**config.mk**
```make
export PLATFORM = sky130hd
export DESIGN_NAME = program_loader_flat
export DESIGN_NICKNAME = d
export VERILOG_FILES = /design/src/rtl/program_loader_pkg.sv /design/src/rtl/program_loader_if.sv /design/src/rtl/program_loader_instr_byte_assembler.sv /design/src/rtl/program_loader.sv /design/src/flat_wrapper.sv
export SDC_FILE = /design/constraint.sdc
export NUM_CORES = 1
export LEC_CHECK = 0
export BUFFER_PORTS_ARGS = -buffer_cell sky130_fd_sc_hd__buf_2
export CELL_PAD_IN_SITES_DETAIL_PLACEMENT = 1
export CELL_PAD_IN_SITES_GLOBAL_PLACEMENT = 1
export CORE_ASPECT_RATIO = 0.9
export CORE_MARGIN = 2
export CORE_UTILIZATION = 50
export CTS_BUF_LIST = sky130_fd_sc_hd__clkbuf_8
export CTS_CLUSTER_DIAMETER = 30
export DETAILED_ROUTE_END_ITERATION = 16
export PLACE_DENSITY_LB_ADDON = 0.15
export SYNTH_ARGS = -nofsm -noshare
export SYNTH_HDL_FRONTEND = slang
export SYNTH_SLANG_ARGS = --single-unit
```
**constraint.sdc**
```tcl
create_clock -name Clock -period 6.6 [get_ports Clock]
set_clock_uncertainty 0.05 [all_clocks]
set_input_delay 0.33 -clock Clock [delete_from_list [all_inputs] [get_ports Clock]]
set_output_delay 0.33 -clock Clock [all_outputs]
set_load 0.01 [all_outputs]
```
**src/rtl/program_loader_pkg.sv**
```systemverilog
// Shared definitions for the program loader slice.
//   - loaderState_t  : loader FSM state encodings
//   - BYTES_PER_WORD : stream bytes per instruction word
//   - DEFAULT_*      : default widths and word-count limit
//   - lengthInRange(): accepts a session length N when 1 <= N <= maxLen
package program_loader_pkg;

  localparam int BYTES_PER_WORD      = 4;
  localparam int DEFAULT_ADDR_WIDTH  = 16;
  localparam int DEFAULT_INSTR_WIDTH = 28;
  localparam int DEFAULT_MAX_WORDS   = 256;

  typedef enum logic [2:0] {
    IDLE   = 3'd0,
    LEN_HI = 3'd1,
    LEN_LO = 3'd2,
    DATA   = 3'd3,
    WRITE  = 3'd4,
    CHECK  = 3'd5,
    DONE   = 3'd6,
    ERROR  = 3'd7
  } loaderState_t;

  function automatic logic lengthInRange(input logic [15:0] len, input logic [15:0] maxLen);
    return (len != 16'd0) && (len <= maxLen);
  endfunction

endpackage

```
**src/rtl/program_loader_if.sv**
```systemverilog
// Handshake and instruction-memory write bus of the program loader.
//   master : stream source / system side (drives iStart, iByte, iByteValid)
//   slave  : the loader (drives ready, write port, cpu reset and status)
interface program_loader_if #(
  parameter int ADDR_WIDTH  = program_loader_pkg::DEFAULT_ADDR_WIDTH,
  parameter int INSTR_WIDTH = program_loader_pkg::DEFAULT_INSTR_WIDTH
) ();

  logic                   iStart;
  logic [7:0]             iByte;
  logic                   iByteValid;
  logic                   oByteReady;
  logic                   oInstrWriteEnable;
  logic [ADDR_WIDTH-1:0]  oInstrAddress;
  logic [INSTR_WIDTH-1:0] oInstrData;
  logic                   oCpuReset;
  logic                   oDone;
  logic                   oError;
  logic [ADDR_WIDTH-1:0]  oWordCount;

  modport master (
    output iStart, iByte, iByteValid,
    input  oByteReady, oInstrWriteEnable, oInstrAddress, oInstrData,
    input  oCpuReset, oDone, oError, oWordCount
  );

  modport slave (
    input  iStart, iByte, iByteValid,
    output oByteReady, oInstrWriteEnable, oInstrAddress, oInstrData,
    output oCpuReset, oDone, oError, oWordCount
  );

endinterface

```
**src/rtl/program_loader_instr_byte_assembler.sv**
```systemverilog
// Collects four stream bytes into one big-endian instruction word.
//   Clock, Reset : clock, async active-high reset
//   clear        : restart at byte 0 (new session)
//   byteEn       : a data byte transfers this cycle
//   byteIn       : the data byte
//   wordComplete : this transfer is the 4th byte of a word
//   word         : assembled word including the byte in flight, so the
//                  loader can register it on the same edge
module instr_byte_assembler
  import program_loader_pkg::*;
#(
  parameter int INSTR_WIDTH = DEFAULT_INSTR_WIDTH
) (
  input  logic                   Clock,
  input  logic                   Reset,
  input  logic                   clear,
  input  logic                   byteEn,
  input  logic [7:0]             byteIn,
  output logic                   wordComplete,
  output logic [INSTR_WIDTH-1:0] word
);

  localparam logic [1:0] LAST_INDEX = 2'(BYTES_PER_WORD - 1);

  logic [1:0]  byteIndex;
  logic [31:0] shiftReg;
  logic [31:0] shiftNext;
  logic        unusedBits;

  assign shiftNext    = {shiftReg[23:0], byteIn};
  assign wordComplete = byteEn && (byteIndex == LAST_INDEX);
  assign word         = shiftNext[INSTR_WIDTH-1:0];

  // The top nibble of b0 and the oldest shifted-out byte never reach the word.
  assign unusedBits = ^{shiftReg[31:24], shiftNext[31:INSTR_WIDTH]};

  always_ff @(posedge Clock or posedge Reset) begin
    if (Reset) begin
      byteIndex <= '0;
      shiftReg  <= '0;
    end else if (clear) begin
      byteIndex <= '0;
      shiftReg  <= '0;
    end else if (byteEn) begin
      byteIndex <= byteIndex + 2'd1;
      shiftReg  <= shiftNext;
    end
  end

endmodule

```
**src/rtl/program_loader.sv**
```systemverilog
// Program loader: fills instruction memory from a length-prefixed byte
// stream and holds the core in reset while doing so.
//   Clock, Reset : clock, async active-high reset
//   bus (slave)  : iStart / iByte / iByteValid / oByteReady handshake,
//                  oInstrWriteEnable / oInstrAddress / oInstrData write port,
//                  oCpuReset, oDone, oError, oWordCount status
// Build option: define LOADER_CHECKSUM_EN to require a trailing XOR
// checksum byte over all data bytes before DONE.
//
// state  | meaning
// IDLE   | no session, core released, not ready
// LEN_HI | waiting for high byte of word count N
// LEN_LO | waiting for low byte of N, then range check
// DATA   | collecting the 4 bytes of the next word
// WRITE  | one-cycle instruction memory write
// CHECK  | waiting for checksum byte (checksum build only)
// DONE   | one-cycle done pulse, core released on exit
// ERROR  | sticky failure, core held, only iStart leaves
module program_loader
  import program_loader_pkg::*;
#(
  parameter int ADDR_WIDTH  = DEFAULT_ADDR_WIDTH,
  parameter int INSTR_WIDTH = DEFAULT_INSTR_WIDTH,
  parameter int MAX_WORDS   = DEFAULT_MAX_WORDS
) (
  input logic             Clock,
  input logic             Reset,
  program_loader_if.slave bus
);

  localparam logic [15:0] MAX_LEN = 16'(MAX_WORDS);

  loaderState_t           state;
  logic [7:0]             lenHi;
  logic [ADDR_WIDTH-1:0]  wordTarget;
  logic [ADDR_WIDTH-1:0]  wordCountNext;
  logic [15:0]            lenValue;
  logic                   byteXfer;
  logic                   dataByte;
  logic                   startSession;
  logic                   wordComplete;
  logic [INSTR_WIDTH-1:0] assembledWord;
`ifdef LOADER_CHECKSUM_EN
  logic [7:0]             checksum;
`endif

  assign byteXfer      = bus.iByteValid && bus.oByteReady;
  assign dataByte      = byteXfer && (state == DATA);
  assign startSession  = bus.iStart && ((state == IDLE) || (state == ERROR));
  assign lenValue      = {lenHi, bus.iByte};
  assign wordCountNext = bus.oWordCount + ADDR_WIDTH'(1);

  instr_byte_assembler #(.INSTR_WIDTH(INSTR_WIDTH)) assembler (
    .Clock        (Clock),
    .Reset        (Reset),
    .clear        (startSession),
    .byteEn       (dataByte),
    .byteIn       (bus.iByte),
    .wordComplete (wordComplete),
    .word         (assembledWord)
  );

  always_ff @(posedge Clock or posedge Reset) begin
    if (Reset) begin
      state                 <= IDLE;
      lenHi                 <= '0;
      wordTarget            <= '0;
      bus.oByteReady        <= 1'b0;
      bus.oInstrWriteEnable <= 1'b0;
      bus.oInstrAddress     <= '0;
      bus.oInstrData        <= '0;
      bus.oCpuReset         <= 1'b0;
      bus.oDone             <= 1'b0;
      bus.oError            <= 1'b0;
      bus.oWordCount        <= '0;
`ifdef LOADER_CHECKSUM_EN
      checksum              <= '0;
`endif
    end else begin
      bus.oInstrWriteEnable <= 1'b0;
      bus.oDone             <= 1'b0;
      if (startSession) begin
        state          <= LEN_HI;
        bus.oByteReady <= 1'b1;
        bus.oCpuReset  <= 1'b1;
        bus.oWordCount <= '0;
        bus.oError     <= 1'b0;
`ifdef LOADER_CHECKSUM_EN
        checksum       <= '0;
`endif
      end else begin
        case (state)
          LEN_HI: begin
            if (byteXfer) begin
              lenHi <= bus.iByte;
              state <= LEN_LO;
            end
          end
          LEN_LO: begin
            if (byteXfer) begin
              if (lengthInRange(lenValue, MAX_LEN)) begin
                state      <= DATA;
                wordTarget <= ADDR_WIDTH'(lenValue);
              end else begin
                state          <= ERROR;
                bus.oByteReady <= 1'b0;
                bus.oError     <= 1'b1;
              end
            end
          end
          DATA: begin
            if (byteXfer) begin
`ifdef LOADER_CHECKSUM_EN
              checksum <= checksum ^ bus.iByte;
`endif
              if (wordComplete) begin
                state                 <= WRITE;
                bus.oByteReady        <= 1'b0;
                bus.oInstrWriteEnable <= 1'b1;
                bus.oInstrAddress     <= bus.oWordCount;
                bus.oInstrData        <= assembledWord;
              end
            end
          end
          WRITE: begin
            bus.oWordCount <= wordCountNext;
            if (wordCountNext == wordTarget) begin
`ifdef LOADER_CHECKSUM_EN
              state          <= CHECK;
              bus.oByteReady <= 1'b1;
`else
              state          <= DONE;
              bus.oDone      <= 1'b1;
`endif
            end else begin
              state          <= DATA;
              bus.oByteReady <= 1'b1;
            end
          end
`ifdef LOADER_CHECKSUM_EN
          CHECK: begin
            if (byteXfer) begin
              bus.oByteReady <= 1'b0;
              if (bus.iByte == checksum) begin
                state     <= DONE;
                bus.oDone <= 1'b1;
              end else begin
                state      <= ERROR;
                bus.oError <= 1'b1;
              end
            end
          end
`endif
          DONE: begin
            state         <= IDLE;
            bus.oCpuReset <= 1'b0;
          end
          default: begin
            // IDLE and ERROR only leave through startSession.
          end
        endcase
      end
    end
  end

endmodule

```
**src/flat_wrapper.sv**
```systemverilog
// flat-port wrapper written by rule: the top's interface ports become plain ports
module program_loader_flat import program_loader_pkg::*;
#(
  parameter int ADDR_WIDTH  = DEFAULT_ADDR_WIDTH,
  parameter int INSTR_WIDTH = DEFAULT_INSTR_WIDTH,
  parameter int MAX_WORDS   = DEFAULT_MAX_WORDS
)
  (Clock, Reset, bus_iStart, bus_iByte, bus_iByteValid, bus_oByteReady, bus_oInstrWriteEnable, bus_oInstrAddress, bus_oInstrData, bus_oCpuReset, bus_oDone, bus_oError, bus_oWordCount);
  program_loader_if #(.ADDR_WIDTH(ADDR_WIDTH), .INSTR_WIDTH(INSTR_WIDTH)) bus_i ();
  input logic Clock;
  input logic Reset;
  input wire logic [$bits(bus_i.iStart)-1:0] bus_iStart;
  input wire logic [$bits(bus_i.iByte)-1:0] bus_iByte;
  input wire logic [$bits(bus_i.iByteValid)-1:0] bus_iByteValid;
  output wire logic [$bits(bus_i.oByteReady)-1:0] bus_oByteReady;
  output wire logic [$bits(bus_i.oInstrWriteEnable)-1:0] bus_oInstrWriteEnable;
  output wire logic [$bits(bus_i.oInstrAddress)-1:0] bus_oInstrAddress;
  output wire logic [$bits(bus_i.oInstrData)-1:0] bus_oInstrData;
  output wire logic [$bits(bus_i.oCpuReset)-1:0] bus_oCpuReset;
  output wire logic [$bits(bus_i.oDone)-1:0] bus_oDone;
  output wire logic [$bits(bus_i.oError)-1:0] bus_oError;
  output wire logic [$bits(bus_i.oWordCount)-1:0] bus_oWordCount;
  assign bus_i.iStart = bus_iStart;
  assign bus_i.iByte = bus_iByte;
  assign bus_i.iByteValid = bus_iByteValid;
  assign bus_oByteReady = bus_i.oByteReady;
  assign bus_oInstrWriteEnable = bus_i.oInstrWriteEnable;
  assign bus_oInstrAddress = bus_i.oInstrAddress;
  assign bus_oInstrData = bus_i.oInstrData;
  assign bus_oCpuReset = bus_i.oCpuReset;
  assign bus_oDone = bus_i.oDone;
  assign bus_oError = bus_i.oError;
  assign bus_oWordCount = bus_i.oWordCount;
  program_loader #(.ADDR_WIDTH(ADDR_WIDTH), .INSTR_WIDTH(INSTR_WIDTH), .MAX_WORDS(MAX_WORDS)) u_core (.Clock(Clock), .Reset(Reset), .bus(bus_i));
endmodule
```
==> flow_summary.yaml, run 1 <==
outcome:
  outcome: "finished, final reports clean"
floorplan:
  rows: 34
  start_util_pct: 51.74
  die_w_um: 109.6
  ios: 77
  coreArea_mm2: 0.009699
  die_area_mm2: 0.01086
  die_h_um: 99.05
cts:
  cts_root_buf: "clkbuf_8"
  holdBufCountCts: 1
  ctsResizeCount: 0
  clockBufferDepth: 2
  cts.reportedPaths.clkPinSlew_ps: 80
  cts_setup_buffers: 0
  clkLatencyLatePin_ps: 430
  cts_buffers: 17
  ctsHtreeMaxLevel: 4
  tritoncts: "yes"
  cts_num_sinks: 114
setup_path:
  rrSetupSlack_ps: 3730
  critPathMaxFanout: 9
  slowest_delay_ps: 560
  cp-end-kind: "flop"
  cp-start-kind: "flop"
  crit_arrival_ps: 3190
  crit_chain: "ha_1, nand3_2, xnor2_1, or3b_1, a2111o_1, nor4_4, a221o_1"
  crit_slowest_cell: "dfrtp_1"
  critPathKind: "reg -> reg"
  cp.required_ps: 6920
route:
  vias_per_cell: 5.728
  vias: 3563
  dr.pass1.iters: 4
  final_antenna_net_count: 0
  wl_per_cell_um: 19.71
  drc: 0
  top_layer: "met4"
  dr_wl_met2_um: 5861
  first_iter_violations: 137
  wl_um: 12260
  routed-wl-met3_um: 528
  wl_met1_um: 5707
flow_run:
  max_cap_viol_count: 0
timing:
  period_minus_slack_ps: 2868
  tightestPinTransition_ps: 1089
  slew_headroom_pct: 27.17
  rsz0062_at_grt: "false"
  setup_viol: 0
  hold_viol: 0
  report.final.slew_viol_count: 0
  tns_ps: 0
  timing.fmax_mhz: 348.7
  post-route-period-util_pct: 43.45
grt:
  overflow: 0
  grt_use_total_pct: 24.88
  grt_max_degree: 72
  grt_pass1_wl_um: 20330
  grt_pass1_vias: 3688
  antenna_found_initial: 0
power_and_ir_drop:
  combPwrFrac_pct: 1.8
  p_clk_share_pct: 45.4
  p_int_uw: 986.2
  leakage_uw: 0.002957
  peakVddDrop_mv: 0.1731
  power_density_mw_per_mm2: 225.4
  switchingPower_uw: 335.9
  seqPwrFrac_pct: 52.8
  swShare_pct: 25.41
finish:
  fillCellCount: 1033
  antennaDiodeCount: 0
  final_area_mm2: 0.005866
  regArea_mm2: 0.002853
  multi_input_comb_area_mm2: 0.002062
  layout-drive-gt1-share_pct: 37.10
  nNetsFinal: 497
  area_growth_pct: 16.88
logic_synthesis:
  synth-seq-area-share_pct: 56.84
  synth_top_area_share_pct: 56.84
  synth.avg_cell_area_um2: 12.33
  synth_edf_count: 0
  synthArstFlopShare_pct: 100.0
  yosysUniqueCellTypes: 44
  synth_ff_type: "dfrtp_1"
  synth_area_leader_cell: "dfrtp_1"
  syn_area_mm2: 0.005019
  synth_seq_cells: 114
  yosysWarnings: 0
  synthCells: 407
  synth_area_leaders: "dfrtp_1, mux2_2, a22o_1"
  syn_nets: 421
placement:
  portBuffers: 76
  gp_congestion: 0.8230
  dpl.hpwl_um: 8380
  place_area_mm2: 0.005493
worst_hold_path:
  hold_class: "in -> reg"
## layout by cell type (no fill, tap or decap), types with 3 or more instances in the layout
master / Yosys / routed
nor4_1: 6 / 6
and2_1: 13 / 13
o21ai_0: 24 / 24
buf_2: 4 / 76
and3_1: 6 / 6
buf_4: 0 / 3
a22o_1: 22 / 22
inv_6: 0 / 5
nand2_1: 22 / 21
o31ai_1: 3 / 3
nor3_1: 5 / 5
a31oi_1: 3 / 3
nor2_1: 17 / 17
clkinvlp_4: 0 / 4
nand3_1: 10 / 10
xor2_1: 7 / 7
nand3_2: 3 / 3
nand4_1: 4 / 4
dfrtp_1: 114 / 114
mux2_2: 61 / 61
inv_1: 4 / 3
xnor2_1: 21 / 21
clkbuf_8: 0 / 19
a21oi_1: 10 / 10
## stage by stage
stage               setup WS (ps)  power [uW]  utilization (%)  std cells  hold slack, ps
CTS                          3721        1336            60.47        622           141.2
global placement             3844       734.8            56.63        589           373.9
detailed placement           3784       735.6            56.63        589           386.9
floorplan                    3204       722.5                -        407           412.2
finish                       3732        1322            60.47        622           165.8
global route                 3559        1368            60.47        622           164.6
## flip-flops by register name, summed over array words and instances, names as in the netlist
signal / cells
u_core.bus.oError: 1
u_core.bus.oInstrData: 28
u_core.bus.oInstrWriteEnable: 1
u_core.bus.oWordCount: 16
u_core.bus.oDone: 1
u_core.lenHi: 8
u_core.state: 3
u_core.assembler.shiftReg: 20
u_core.bus.oByteReady: 1
u_core.assembler.byteIndex: 2
u_core.bus.oInstrAddress: 16
u_core.wordTarget: 16
u_core.bus.oCpuReset: 1
## Yosys cell counts, types with 4 or more instances
library cell and count:
xnor2_1 21, xor2_1 7, nand4_1 4, nor4_1 6, and2_1 13, dfrtp_1 114, nor2_1 17, nor3_1 5
nand2_1 22, and3_1 6, buf_2 4, nand3_1 10, mux2_2 61, inv_1 4, clkbuf_1 19, a21oi_1 10
a22o_1 22, o21ai_0 24
## kinds of logic (layout without fill, tap and decap cells)
group           Yosys count  after routing  share of synthesized area [%]
mux                      63             63                          14.09
xor+xnor                 28             28                          4.887
flops                   114            114                          56.84
simple gates             98             98                          11.24
fa+ha+maj                 2              2                         0.4985
buf+inv                  27            116                          2.119
compound gates           75             75                          10.32
## critical path: cells and delay by family (launching register included)
family / cells / cell delay, ps
and+or+nand+nor: 3 / 970
AOI/OAI and AO/OA: 2 / 690
DFF: 1 / 560
adders and majority gates: 1 / 330
xor gates and xnor gates: 1 / 200
## power groups by stage
stage	clock, uW	combinational (uW)	sequential [uW]
floorplan	0	10.7	712
global placement	0	23.1	712
detailed placement	0	23.9	712
CTS	613	24.5	698
global route	644	26.6	698
finish	601	23.2	698
## layer usage
metal | global-route usage [%] | up-vias
met5 | 0 | -
li1 | - | 1628
met4 | 7.887 | 0
met1 | 35.29 | 1830
met3 | 5.886 | 14
met2 | 37.94 | 91
## final cells by class
type | instances | area share [%]
Tap cell | 126 | 2.688
Clock inverter | 13 | 1.728
Timing Repair Buffer | 80 | 7.039
Multi-Input combinational cell | 266 | 35.15
Inverter | 4 | 0.2986
Sequential cell | 114 | 48.63
Clock buffer | 19 | 4.458
## final timing paths
check                           cells past startpoint                          from                           end
worst max-delay path                                7      u_core.bus.oWordCount[0]               u_core.state[2]
worst min-delay path                                2                  bus_iByte[7]  u_core.assembler.shiftReg[7]
worst max register to register                      7      u_core.bus.oWordCount[0]               u_core.state[2]
worst min register to register                      2  u_core.bus.oInstrAddress[10]  u_core.bus.oInstrAddress[10]
max in group asynchronous                           4                         Reset      u_core.bus.oWordCount[3]
min in group asynchronous                           3                         Reset      u_core.bus.oInstrData[3]
(Power assumes the default switching activity.)
==> inputs of run 2 (changes only) <==
Settings changed: CORE_UTILIZATION 50 to 47.
Clock period 6.6 ns to 2.85 ns, I/O delays scaled along.
==> flow_summary.yaml, run 2 (same netlist as run 1, synthesis figures left out) <==
timing:
  setup_viol: 0
  hold_viol: 0
  slew_headroom_pct: 54.68
  report.final.slew_viol_count: 0
  fin_ws_ps: 342.9
  tightestPinTransition_ps: 678.2
  tns_ps: 0
  period_minus_slack_ps: 2507
  timing.fmax_mhz: 398.9
  post-route-period-util_pct: 87.97
  rsz0062_at_grt: "false"
floorplan:
  die_w_um: 112.9
  ios: 77
  rows: 35
  start_util_pct: 48.56
  die_area_mm2: 0.01152
  coreArea_mm2: 0.01033
  die_h_um: 102.0
placement:
  dpl.hpwl_um: 8482
  gp_congestion: 0.8714
  place_area_mm2: 0.005560
  portBuffers: 76
  pre_cts_ws_ps: 417.1
finish:
  area_growth_pct: 20.92
  layout-drive-gt1-share_pct: 36.74
  antennaDiodeCount: 0
  final_area_mm2: 0.006068
  final_core_util_pct: 58.72
  layout_common_cells: "dfrtp_1, buf_2, mux2_2"
  largest_reg_flops: 28
  reg.largest.list: "u_core.bus.oInstrData (28), u_core.assembler.shiftReg (20)"
  mostFrequentLayoutCell: "dfrtp_1"
  nNetsFinal: 511
  largest_register: "u_core.bus.oInstrData"
setup_path:
  crit_arrival_ps: 2770
  cp-start-kind: "input port"
  crit_slowest_cell: "dlygate4sd3_1"
  slowest_delay_ps: 530
  cp.required_ps: 3110
  critPathMaxFanout: 16
  reg2reg_from: "u_core.bus.oWordCount[1]"
  rrSetupSlack_ps: 390
  cp_common_cell: "nor4_1"
  startpoint: "bus_iByte[4]"
  r2r-end: "u_core.state[0]"
  cp-end-kind: "flop"
  crit_chain: "dlygate4sd3_1, buf_2, nor4_1, nand2_1, and2_1, nor4_1, nand3_2, mux2_2"
  critPathKind: "in -> reg"
  worst_r2r_path_depth: 7
cts:
  ctsHtreeMaxLevel: 4
  cts_root_buf: "clkbuf_8"
  ctsResizeCount: 0
  cts_num_sinks: 114
  tritoncts: "yes"
  cts.reportedPaths.clkPinSlew_ps: 70
  clkLatencyLatePin_ps: 430
  clockBufferDepth: 2
  cts_buffers: 17
route:
  wl_met1_um: 5883
  routed-wl-met3_um: 729
  wl_um: 12430
  final_antenna_net_count: 0
  wl_per_cell_um: 19.47
  dr_wl_met2_um: 5690
  vias_per_cell: 5.674
  vias: 3620
  top_layer: "met4"
  dr.pass1.iters: 11
  drc: 4
  first_iter_violations: 265
grt:
  grt_pass1_vias: 3584
  grt_max_degree: 47
  antenna_found_initial: 0
  grt_use_total_pct: 22.95
  grt_pass1_wl_um: 19950
  overflow: 0
flow_run:
  max_cap_viol_count: 0
power_and_ir_drop:
  leakage_uw: 0.003053
  power_density_mw_per_mm2: 531.8
  peakVddDrop_mv: 0.3815
outcome:
  violations: "design-rule violations"
  outcome: "finished, violations left"
worst_hold_path:
  hold_class: "in -> async"
[run 2: changes by cell type in the layout (fill, tap and decap cells not counted), sizes merged]
cell and delta:
bufinv +2, clkinv -1, clkbuf +3, dlygate4sd3 +9, inv -5, buf +5
[run 2: how the worst max path moves through the flow]
stage / endpoint / slack, ps / cells after the start
after floorplan: u_core.state[2] / 380 / 7
after global routing: u_core.wordTarget[0] / 160 / 8
after detailed placement: u_core.state[0] / 420 / 7
final: u_core.wordTarget[0] / 340 / 8
after CTS: u_core.wordTarget[0] / 340 / 8
after global placement: u_core.state[0] / 510 / 7
[run 2: power breakdown]
| part | leakage (uW) | switching, uW | internal, uW | total [uW] |
|---|---|---|---|---|
| clock | 0.000204 | 658 | 883 | 1540 |
| combinational | 0.00135 | 47.2 | 20.4 | 67.6 |
| sequential | 0.00150 | 0 | 1620 | 1620 |
| total | 0.00305 | 705 | 2520 | 3230 |
[run 2: layout make-up]
class	count	area (um^2)
clock buffer	22	302.8
clock inverter	9	105.1
fill	1092	4267
inverter	4	18.77
multi-input combinational	266	2062
sequential	114	2853
tap	129	161.4
timing repair buffer	94	565.5
[run 2: worst max-delay path: cells and delay by family]
family / cells / cell delay [ps]
buffers and inverters: 2 / 690
and+or+nand+nor: 5 / 1530
muxes: 1 / 400
[run 2: repair_timing]
item | in CTS | in global routing
endpoints found under the setup margin | 0 | 0
buffers inserted | 0 | 0
hold buffers | 10 | 0
endpoints found under the hold margin | 142 | 0
[run 2: metrics by stage]
| stage | power (uW) | hold slack [ps] | std cells |
|---|---|---|---|
| 5_1_grt | 3344 | 133.2 | 638 |
| 3_5_place_dp | 1708 | 48.36 | 597 |
| 6_report | 3227 | 152.8 | 638 |
| 4_1_cts | 3266 | 131.8 | 638 |
| 3_3_place_gp | 1707 | 42.94 | 597 |
| 2_1_floorplan | 1674 | 232.4 | 407 |
[run 2: layer usage]
metal	vias up	track usage (%)
li1	1655	-
met1	1849	33.58
met2	106	33.50
met3	10	6.228
met4	0	7.598
met5	-	0
==> inputs of run 3 (changes only) <==
Settings changed: ABC_AREA set to 1, CORE_UTILIZATION 47 to 44.
==> flow_summary.yaml, run 3 <==
logic_synthesis:
  yosysWarnings: 0
  synth-seq-area-share_pct: 55.81
  synth_area_leaders: "dfrtp_1, nand2_1, o21ai_0"
  synth.avg_cell_area_um2: 8.407
  yosysMostFrequentCell: "nand2_1"
  synth_area_leader_cell: "dfrtp_1"
  synth_ff_type: "dfrtp_1"
  synth_edf_count: 0
  syn_area_mm2: 0.005111
  syn_nets: 622
  yosysUniqueCellTypes: 28
  synth_top_area_share_pct: 55.81
  synth_common_cells: "nand2_1, dfrtp_1, inv_1"
  synth_seq_cells: 114
  synthArstFlopShare_pct: 100.0
  synthCells: 608
route:
  wl_per_cell_um: 16.57
  vias: 4562
  drc: 0
  vias_per_cell: 5.256
  first_iter_violations: 234
  final_antenna_net_count: 0
  dr.pass1.iters: 5
  wl_um: 14380
cts:
  ctsHtreeMaxLevel: 4
  cts_num_sinks: 114
  clkLatencyLatePin_ps: 460
  cts_setup_buffers: 0
  cts_buffers: 17
  ctsResizeCount: 0
  cts_root_buf: "clkbuf_8"
  cts.reportedPaths.clkPinSlew_ps: 60
  clockBufferDepth: 2
  holdBufCountCts: 8
  tritoncts: "yes"
power_and_ir_drop:
  power_density_mw_per_mm2: 729.2
  power_uw: 4495
  leakage_uw: 0.003190
  peakVddDrop_mv: 0.4530
finish:
  reg.largest.list: "u_core.bus.oInstrData (28), u_core.assembler.shiftReg (20)"
  fin_cells: 868
  mostFrequentLayoutCell: "nand2_1"
  antennaDiodeCount: 0
  area_growth_pct: 20.61
  layout_common_cells: "nand2_1, dfrtp_1, inv_1"
  fillCellCount: 1439
  nNetsFinal: 713
  layout-drive-gt1-share_pct: 18.26
  largest_register: "u_core.bus.oInstrData"
  largest_reg_flops: 28
timing:
  tns_ps: 0
  slew_headroom_pct: 53.95
  setup_viol: 0
  hold_viol: 0
  holdWs_ps: 36.79
  post-route-period-util_pct: 78.13
  period_minus_slack_ps: 2227
  tightestPinTransition_ps: 690.0
  report.final.slew_viol_count: 0
  rsz0062_at_grt: "false"
  timing.fmax_mhz: 449.1
  fin_ws_ps: 623.2
setup_path:
  crit_arrival_ps: 2570
  cp.required_ps: 3190
  critPathKind: "reg -> reg"
  cp-end-kind: "flop"
  critPathMaxFanout: 7
  rrSetupSlack_ps: 620
  cp-start-kind: "flop"
placement:
  portBuffers: 76
  pre_cts_ws_ps: 638.0
  dpl.hpwl_um: 10190
  dp.cells: 828
  gp_congestion: 0.9082
flow_run:
  max_cap_viol_count: 0
grt:
  antenna_found_initial: 0
  overflow: 0
  grt_pass1_vias: 4679
  grt_max_degree: 86
  grt_pass1_wl_um: 23760
  grt_use_total_pct: 24.68
floorplan:
  die_area_mm2: 0.01250
  die_w_um: 117.6
  die_h_um: 106.2
  rows: 37
  ios: 77
  start_util_pct: 44.88
  coreArea_mm2: 0.01139
worst_hold_path:
  hold_class: "in -> reg"
outcome:
  outcome: "finished, final reports clean"
run 3: logic make-up (layout without fill, tap and decap cells):
kind of cell    Yosys count  count (layout)  synth area share [%]
simple gates            280             280                 24.31
fa+ha+maj                 2               2                0.4895
buf+inv                 101             205                 7.515
flops                   114             114                 55.81
xor+xnor                  2               2                0.3428
compound gates          109             109                 11.53
run 3: path summary, 6_finish.rpt:
| path | startpoint | to | cells after the start |
|---|---|---|---|
| setup / recovery | u_core.bus.oWordCount[0] | u_core.state[2] | 13 |
| hold / removal | bus_iByte[7] | u_core.bus.oInstrData[7] | 3 |
| setup reg to reg | u_core.bus.oWordCount[0] | u_core.state[2] | 13 |
| hold reg to reg | u_core.bus.oInstrAddress[3] | u_core.bus.oInstrAddress[3] | 2 |
| max in group asynchronous | Reset | u_core.lenHi[0] | 4 |
| min in group asynchronous | Reset | u_core.assembler.shiftReg[16] | 3 |
run 3: cell type report:
class / count / area (um^2) / share of cell area, %
multi-input cells: 393 / 1874 / 30.40
clock inverters: 10 / 106.4 / 1.725
inverters: 83 / 315.3 / 5.115
clock buffers: 22 / 302.8 / 4.912
repair buffers: 90 / 518.0 / 8.403
flip-flops and latches: 114 / 2853 / 46.28
well taps: 156 / 195.2 / 3.166
run 3: critical path, stage by stage, from the launching register on:
cell and delay, ps:
dfrtp_1 510, ha_1 260, nand2_2 110, nor2_4 200, nand4_1 160, nand2_1 130
nand2_1 60, nand2_1 50, nand3_1 110, nor2_1 150, nand3_2 140, nand2_1 90
nand2_1 50, nand2_1 60
run 3: routing by layer:
metal | wire length, um | GRT usage [%]
met2 | 6625 | 37.96
met3 | 726 | 5.955
met4 | 324 | 11.19
met5 | 0 | 0
met1 | 6705 | 33.31
run 3: per-stage QoR:
step / utilization, % / cell area [um^2]
3_3_place_gp: 49.84 / 5675
2_1_floorplan: - / 5115
4_1_cts: 54.13 / 6165
5_1_grt: 54.13 / 6165
3_5_place_dp: 49.84 / 5675
6_report: 54.13 / 6165
run 3: report_power, final:
part / leakage (uW) / internal (uW) / total [uW] / switching (uW)
clock network: 0.000208 / 882 / 1540 / 662
registers: 0.00157 / 1830 / 1990 / 158
logic: 0.00142 / 316 / 961 / 646
